--- config.mk ---
export PLATFORM = sky130hd
export DESIGN_NAME = spi_display_receiver
export DESIGN_NICKNAME = d
export VERILOG_FILES = /design/src/rtl/spi_display_receiver_pkg.sv /design/src/rtl/spi_display_receiver_input_sync.sv /design/src/rtl/spi_display_receiver.sv
export SDC_FILE = /design/constraint.sdc
export NUM_CORES = 1
export LEC_CHECK = 0
export ABC_AREA = 1
export CAP_MARGIN = 20
export CORE_ASPECT_RATIO = 0.5
export CORE_UTILIZATION = 50
export DETAILED_ROUTE_END_ITERATION = 10
export GPL_ROUTABILITY_DRIVEN = 1
export PLACE_DENSITY = 0.88
export SLEW_MARGIN = 5
export SYNTH_ARGS = -nofsm -noshare
export SYNTH_HDL_FRONTEND = slang
export SYNTH_SLANG_ARGS = --single-unit
--- constraint.sdc ---
create_clock -name clk -period 2.25 [get_ports clk]
set_input_delay 0.225 -clock clk [delete_from_list [all_inputs] [get_ports clk]]
set_output_delay 0.225 -clock clk [all_outputs]
set_load 0.03 [all_outputs]
--- src/rtl/spi_display_receiver_pkg.sv ---
// ----------------------------------------------------------------------------
// spi_display_receiver_pkg
//
// Shared definitions for the SPI display receiver: MAX7219-style register
// addresses, the expected frame length and the receive FSM state encoding.
// ----------------------------------------------------------------------------
package spi_display_receiver_pkg;

    // Register addresses carried in bits [11:8] of each frame
    localparam logic [3:0] ADDR_NOOP      = 4'h0;
    localparam logic [3:0] ADDR_DIGIT0    = 4'h1;
    localparam logic [3:0] ADDR_DECODE    = 4'h9;
    localparam logic [3:0] ADDR_INTENSITY = 4'hA;
    localparam logic [3:0] ADDR_SCAN      = 4'hB;
    localparam logic [3:0] ADDR_SHUTDOWN  = 4'hC;
    localparam logic [3:0] ADDR_TEST      = 4'hF;

    // A well-formed frame carries exactly this many bits
    localparam int FRAME_LEN = 16;

    // The bit counter stops here so over-long frames stay distinguishable
    localparam logic [4:0] BIT_COUNT_MAX = 5'd17;

    typedef enum logic [1:0] {
        IDLE  = 2'd0,
        SHIFT = 2'd1,
        CHECK = 2'd2
    } state_t;

endpackage

--- src/rtl/spi_display_receiver_input_sync.sv ---
// ----------------------------------------------------------------------------
// input_sync
//
// Single-bit synchronizer bringing an asynchronous pin into the clk domain.
// The reset value is chosen per pin so that no false edge appears after reset.
//
// Ports:
//   clk  - system clock
//   res  - asynchronous reset, active low
//   din  - asynchronous input pin
//   dout - synchronized copy of din, STAGES clk cycles late
// ----------------------------------------------------------------------------
module input_sync #(
    parameter int   STAGES    = 2,
    parameter logic RESET_VAL = 1'b0
) (
    input  logic clk,
    input  logic res,
    input  logic din,
    output logic dout
);

    logic [STAGES-1:0] chain;

    always_ff @(posedge clk or negedge res) begin
        if (!res) begin
            chain <= {STAGES{RESET_VAL}};
        end else begin
            chain <= {chain[STAGES-2:0], din};
        end
    end

    assign dout = chain[STAGES-1];

endmodule

--- src/rtl/spi_display_receiver.sv ---
// ----------------------------------------------------------------------------
// spi_display_receiver
//
// SPI slave for the stopwatch display link. Receives 16-bit MSB-first frames,
// decodes them as MAX7219-style register writes and keeps a shadow copy of the
// digit, decode-mode and shutdown registers. Frames of the wrong length are
// counted and dropped.
//
// Ports:
//   clk         - system clock
//   res         - asynchronous reset, active low
//   sck_in      - SPI clock (idles low, data sampled on rising edge), async
//   mosi_in     - SPI data, async
//   cs_in       - chip select, active low, async
//   word_out    - last correctly framed word
//   word_valid  - one-cycle pulse when word_out updates
//   digit_data  - digit registers, digit n at [8n+7:8n]
//   decode_mode - decode-mode register
//   display_on  - shutdown register bit 0
//   frame_error - one-cycle pulse on a wrong-length frame
//   error_count - saturating count of framing errors
// ----------------------------------------------------------------------------
module spi_display_receiver
    import spi_display_receiver_pkg::*;
#(
    parameter int NUM_DIGITS  = 8,
    parameter int SYNC_STAGES = 2
) (
    input  logic                    clk,
    input  logic                    res,
    input  logic                    sck_in,
    input  logic                    mosi_in,
    input  logic                    cs_in,
    output logic [15:0]             word_out,
    output logic                    word_valid,
    output logic [8*NUM_DIGITS-1:0] digit_data,
    output logic [7:0]              decode_mode,
    output logic                    display_on,
    output logic                    frame_error,
    output logic [7:0]              error_count
);

    localparam int FLUSH_W = $clog2(SYNC_STAGES + 1);

    logic sck_s, mosi_s, cs_s;
    logic sck_d, cs_d;
    logic sck_rise, cs_rise, cs_fall;

    logic [FLUSH_W-1:0] flush_cnt;
    logic               flushed;
    logic               armed;

    state_t      state, next_state;
    logic        clear_frame, do_shift, commit, reject;
    logic [15:0] shift_reg;
    logic [4:0]  bit_count;
    logic [3:0]  addr;

    input_sync #(.STAGES(SYNC_STAGES), .RESET_VAL(1'b0)) u_sync_sck (
        .clk  (clk),
        .res  (res),
        .din  (sck_in),
        .dout (sck_s)
    );

    input_sync #(.STAGES(SYNC_STAGES), .RESET_VAL(1'b0)) u_sync_mosi (
        .clk  (clk),
        .res  (res),
        .din  (mosi_in),
        .dout (mosi_s)
    );

    input_sync #(.STAGES(SYNC_STAGES), .RESET_VAL(1'b1)) u_sync_cs (
        .clk  (clk),
        .res  (res),
        .din  (cs_in),
        .dout (cs_s)
    );

    // Delayed copies for edge detection
    always_ff @(posedge clk or negedge res) begin
        if (!res) begin
            sck_d <= 1'b0;
            cs_d  <= 1'b1;
        end else begin
            sck_d <= sck_s;
            cs_d  <= cs_s;
        end
    end

    // The synchronizer output shows its reset value until the real pin level
    // has propagated through. A cs that was already low at reset release would
    // otherwise look like a fresh falling edge, so a frame may only start once
    // cs has been genuinely observed high after the chain has flushed.
    assign flushed = (flush_cnt == FLUSH_W'(SYNC_STAGES));

    always_ff @(posedge clk or negedge res) begin
        if (!res) begin
            flush_cnt <= '0;
            armed     <= 1'b0;
        end else begin
            if (!flushed) begin
                flush_cnt <= flush_cnt + 1'b1;
            end
            if (flushed && cs_s) begin
                armed <= 1'b1;
            end
        end
    end

    assign sck_rise = sck_s & ~sck_d;
    assign cs_rise  = cs_s & ~cs_d;
    assign cs_fall  = ~cs_s & cs_d & armed;

    always_ff @(posedge clk or negedge res) begin
        if (!res) begin
            state <= IDLE;
        end else begin
            state <= next_state;
        end
    end

    // A shift and a cs rise in the same cycle both take effect: the shift
    // lands on this edge and CHECK sees the updated count on the next cycle.
    always_comb begin
        next_state  = state;
        clear_frame = 1'b0;
        do_shift    = 1'b0;
        commit      = 1'b0;
        reject      = 1'b0;
        case (state)
            IDLE: begin
                if (cs_fall) begin
                    next_state  = SHIFT;
                    clear_frame = 1'b1;
                end
            end
            SHIFT: begin
                do_shift = sck_rise;
                if (cs_rise) begin
                    next_state = CHECK;
                end
            end
            CHECK: begin
                next_state = IDLE;
                if (bit_count == 5'(FRAME_LEN)) begin
                    commit = 1'b1;
                end else begin
                    reject = 1'b1;
                end
            end
            default: begin
                next_state = IDLE;
            end
        endcase
    end

    always_ff @(posedge clk or negedge res) begin
        if (!res) begin
            shift_reg <= '0;
            bit_count <= '0;
        end else if (clear_frame) begin
            shift_reg <= '0;
            bit_count <= '0;
        end else if (do_shift) begin
            shift_reg <= {shift_reg[14:0], mosi_s};
            if (bit_count != BIT_COUNT_MAX) begin
                bit_count <= bit_count + 5'd1;
            end
        end
    end

    // The top nibble of a frame is don't-care; only [11:8] selects a register
    assign addr = shift_reg[11:8];

    always_ff @(posedge clk or negedge res) begin
        if (!res) begin
            word_out    <= '0;
            word_valid  <= 1'b0;
            digit_data  <= '0;
            decode_mode <= '0;
            display_on  <= 1'b0;
            frame_error <= 1'b0;
            error_count <= '0;
        end else begin
            word_valid  <= commit;
            frame_error <= reject;
            if (commit) begin
                word_out <= shift_reg;
                case (addr)
                    ADDR_DECODE:   decode_mode <= shift_reg[7:0];
                    ADDR_SHUTDOWN: display_on  <= shift_reg[0];
                    ADDR_NOOP, ADDR_INTENSITY, ADDR_SCAN, ADDR_TEST: ;
                    default: begin
                        for (int i = 0; i < NUM_DIGITS; i++) begin
                            if (addr == ADDR_DIGIT0 + 4'(i)) begin
                                digit_data[8*i +: 8] <= shift_reg[7:0];
                            end
                        end
                    end
                endcase
            end
            if (reject && (error_count != 8'hFF)) begin
                error_count <= error_count + 8'd1;
            end
        end
    end

endmodule

==> results.yml, run 1 <==
synth:
  synthesis.nets: 593
  async_flop_share: 1.00
  yosysSeqAreaShare: 0.602
  syn_avg_cell_area_um2: 9.49
  synth_area_um2: 5530
  yosys.cell_types.count: 30
  synthFlopType: "dfrtp_1"
  synth_edf_count: 0
  syn-instance-count: 583
  ys_ff_latch: 133
  ys_warn_count: 0
floorplanning:
  fp.coreArea_um2: 10500
  start_util: 0.528
  rows: 26
  chipWidth_um: 151
  io_pins: 104
  dieArea_um2: 11500
  die_h_um: 76.4
timing:
  whs_ps: 207
  tightest_slew_ps: 617
  fin_setup_tns_ps: 0
  finalSetupViolations: 0
  fmax_mhz: 506
  relSlewSlack: 0.588
  slew_viol_final: 0
  hold_viol_final: 0
  min_period_over_period: 0.878
  finalClockSkew_ps: 7.03
  rsz0062_at_grt: "no"
  period_needed_ps: 1970
power:
  cellPowerDensity_nw_per_um2: 761
  switching_power_mw: 1.34
  p_clk_frac: 0.465
  p_int_mw: 4.15
  leakage_nw: 3.45
  switching_share: 0.244
  seqPwrFrac: 0.467
  peakVddDrop_v: 0.000525
  power_mw: 5.49
  comb_power_share: 0.068
placement:
  io_buffer_count: 103
  placed_cells: 808
  hpwl_mm: 9.00
  place.gp.congestion: 0.873
global_route:
  grt.overflow.total: 0
  grt_pass1_vias: 4498
  grt_usage: 0.258
  grt_start_max_net_pins: 81
  grt_pass1_wl_mm: 22.7
  antenna_found_initial: 0
finish:
  diodes: 0
  layout_common_cells: "199 x nand2_1, 130 x dfrtp_1, 102 x clkdlybuf4s50_1, 65 x nand4_1, 30 x nand3_1"
  multi_input_area_um2: 1890
  final_cell_count_no_fill: 840
  area_growth_pct: 30.5
  largest_reg_flops: 64
  post-route-util: 0.689
  seqCellArea_um2: 3330
  final_nets: 698
  layout_commonest_cell: "nand2_1"
  nFillCells: 776
  final_layout_size_suffix_gt1_frac: 0.100
critical_path:
  cp-end-kind: "register"
  crit_fanout: 72
  reg2regPathDepth: 10
  cp.required_ps: 2550
  r2r_end: "digit_data[52]"
  rrSetupSlack_ps: 280
  cp_data_arrival_time_ps: 2280
  critPathLaunchType: "register"
  crit-reg2reg-launch: "bit_count[0]"
  crit_type: "reg -> reg"
detailed_routing:
  drt_pass1_iterations: 5
  avgViaCountPerCell: 5.50
  ant_nets: 0
  drcViolationCount: 0
  drt_iter0_drc: 362
  wl_per_cell_um: 16.4
  wl_mm: 13.8
  via_count: 4623
clock_network:
  cts_hold_buf: 1
  root_buffer: "clkbuf_16"
  cts-resized-gates: 0
  numCtsBuffers: 17
  path_clk_slew_ps: 60
  insertion_delay_ps: 420
  postCtsSetupBuffers: 0
  cts_max_path_buffers: 2
  clock_sinks: 133
  cts_tree: "yes"
  htree_levels: 4
worst_hold_path:
  min_path_type: "in -> async"
run:
  max_cap_violations: 0
status:
  status: "finished clean"
## power groups by stage
stage | Sequential (mW) | Clock, mW | Combinational [mW]
after floorplan | 2.61 | 0 | 0.187
after global placement | 2.60 | 0 | 0.353
after detailed placement | 2.61 | 0 | 0.372
after CTS | 2.56 | 2.58 | 0.376
after global routing | 2.57 | 2.68 | 0.416
final | 2.57 | 2.55 | 0.371
## per-layer routing
metal  track usage  share of wire  wire length (µm)
met3        0.0533          0.061               836
met2         0.400           0.47              6470
met5             0              0                 0
met1         0.351           0.44              6080
met4         0.119          0.027               375
## critical path, cell delays in order, from the launching register on
cell	delay (ps)
dfrtp_1	410
inv_1	110
ha_1	150
nand2_1	70
inv_2	90
nand3_4	100
nor2_4	140
buf_12	270
nand3_1	300
nand2_1	160
nand2_1	70
## Yosys cell counts (all sizes together), types with 5 or more instances
library cell | n | area [µm²]
o21ai | 41 | 205
nand4 | 65 | 407
nand3 | 32 | 178
inv | 36 | 135
dfrtp | 130 | 3250
ha | 5 | 62.6
xnor2 | 5 | 43.8
nand2 | 201 | 759
nor2 | 19 | 114
o22ai | 8 | 50.1
clkbuf | 11 | 41.3
buf | 18 | 135
## layout make-up
type,instances,area share
clock inverter,9,0.0111
inverter,36,0.0187
timing repair buffer,115,0.159
clock buffer,22,0.0643
sequential,133,0.462
multi-input combinational,385,0.261
tap,140,0.0243
## metrics by stage
step           instance area (µm²)  worst slack (ps)
2_1_floorplan                 5530               658
3_3_place_gp                  6670               421
3_5_place_dp                  6670               329
4_1_cts                       7220               286
5_1_grt                       7220               117
6_report                      7220               276
## cells by family (layout without fill, tap and decap cells)
kind of cell	after synthesis	count (layout)	share of synthesized area
AND/OR/NAND/NOR	321	321	0.269
AO/OA/AOI/OAI	51	51	0.0484
flip-flops	133	133	0.602
adder cells (fa/ha/maj)	5	5	0.0113
XOR/XNOR	8	8	0.0127
buffers and inverters	65	182	0.0563
## how the worst max path moves through the flow
| stage | from | endpoint | cells past startpoint |
|---|---|---|---|
| floorplan | error_count[0] | error_count[4] | 8 |
| global placement | bit_count[0] | digit_data[19] | 10 |
| detailed placement | bit_count[0] | digit_data[54] | 10 |
| CTS | bit_count[0] | digit_data[52] | 10 |
| global route | bit_count[0] | digit_data[28] | 10 |
| finish | bit_count[0] | digit_data[52] | 10 |
(Power assumes the default switching activity.)
==> run 2: changes to the inputs <==
Settings changed: SLEW_MARGIN 5 to 20.
==> results of run 2 <==
No change in the layout: final DEF, timing and power equal those of run 1.
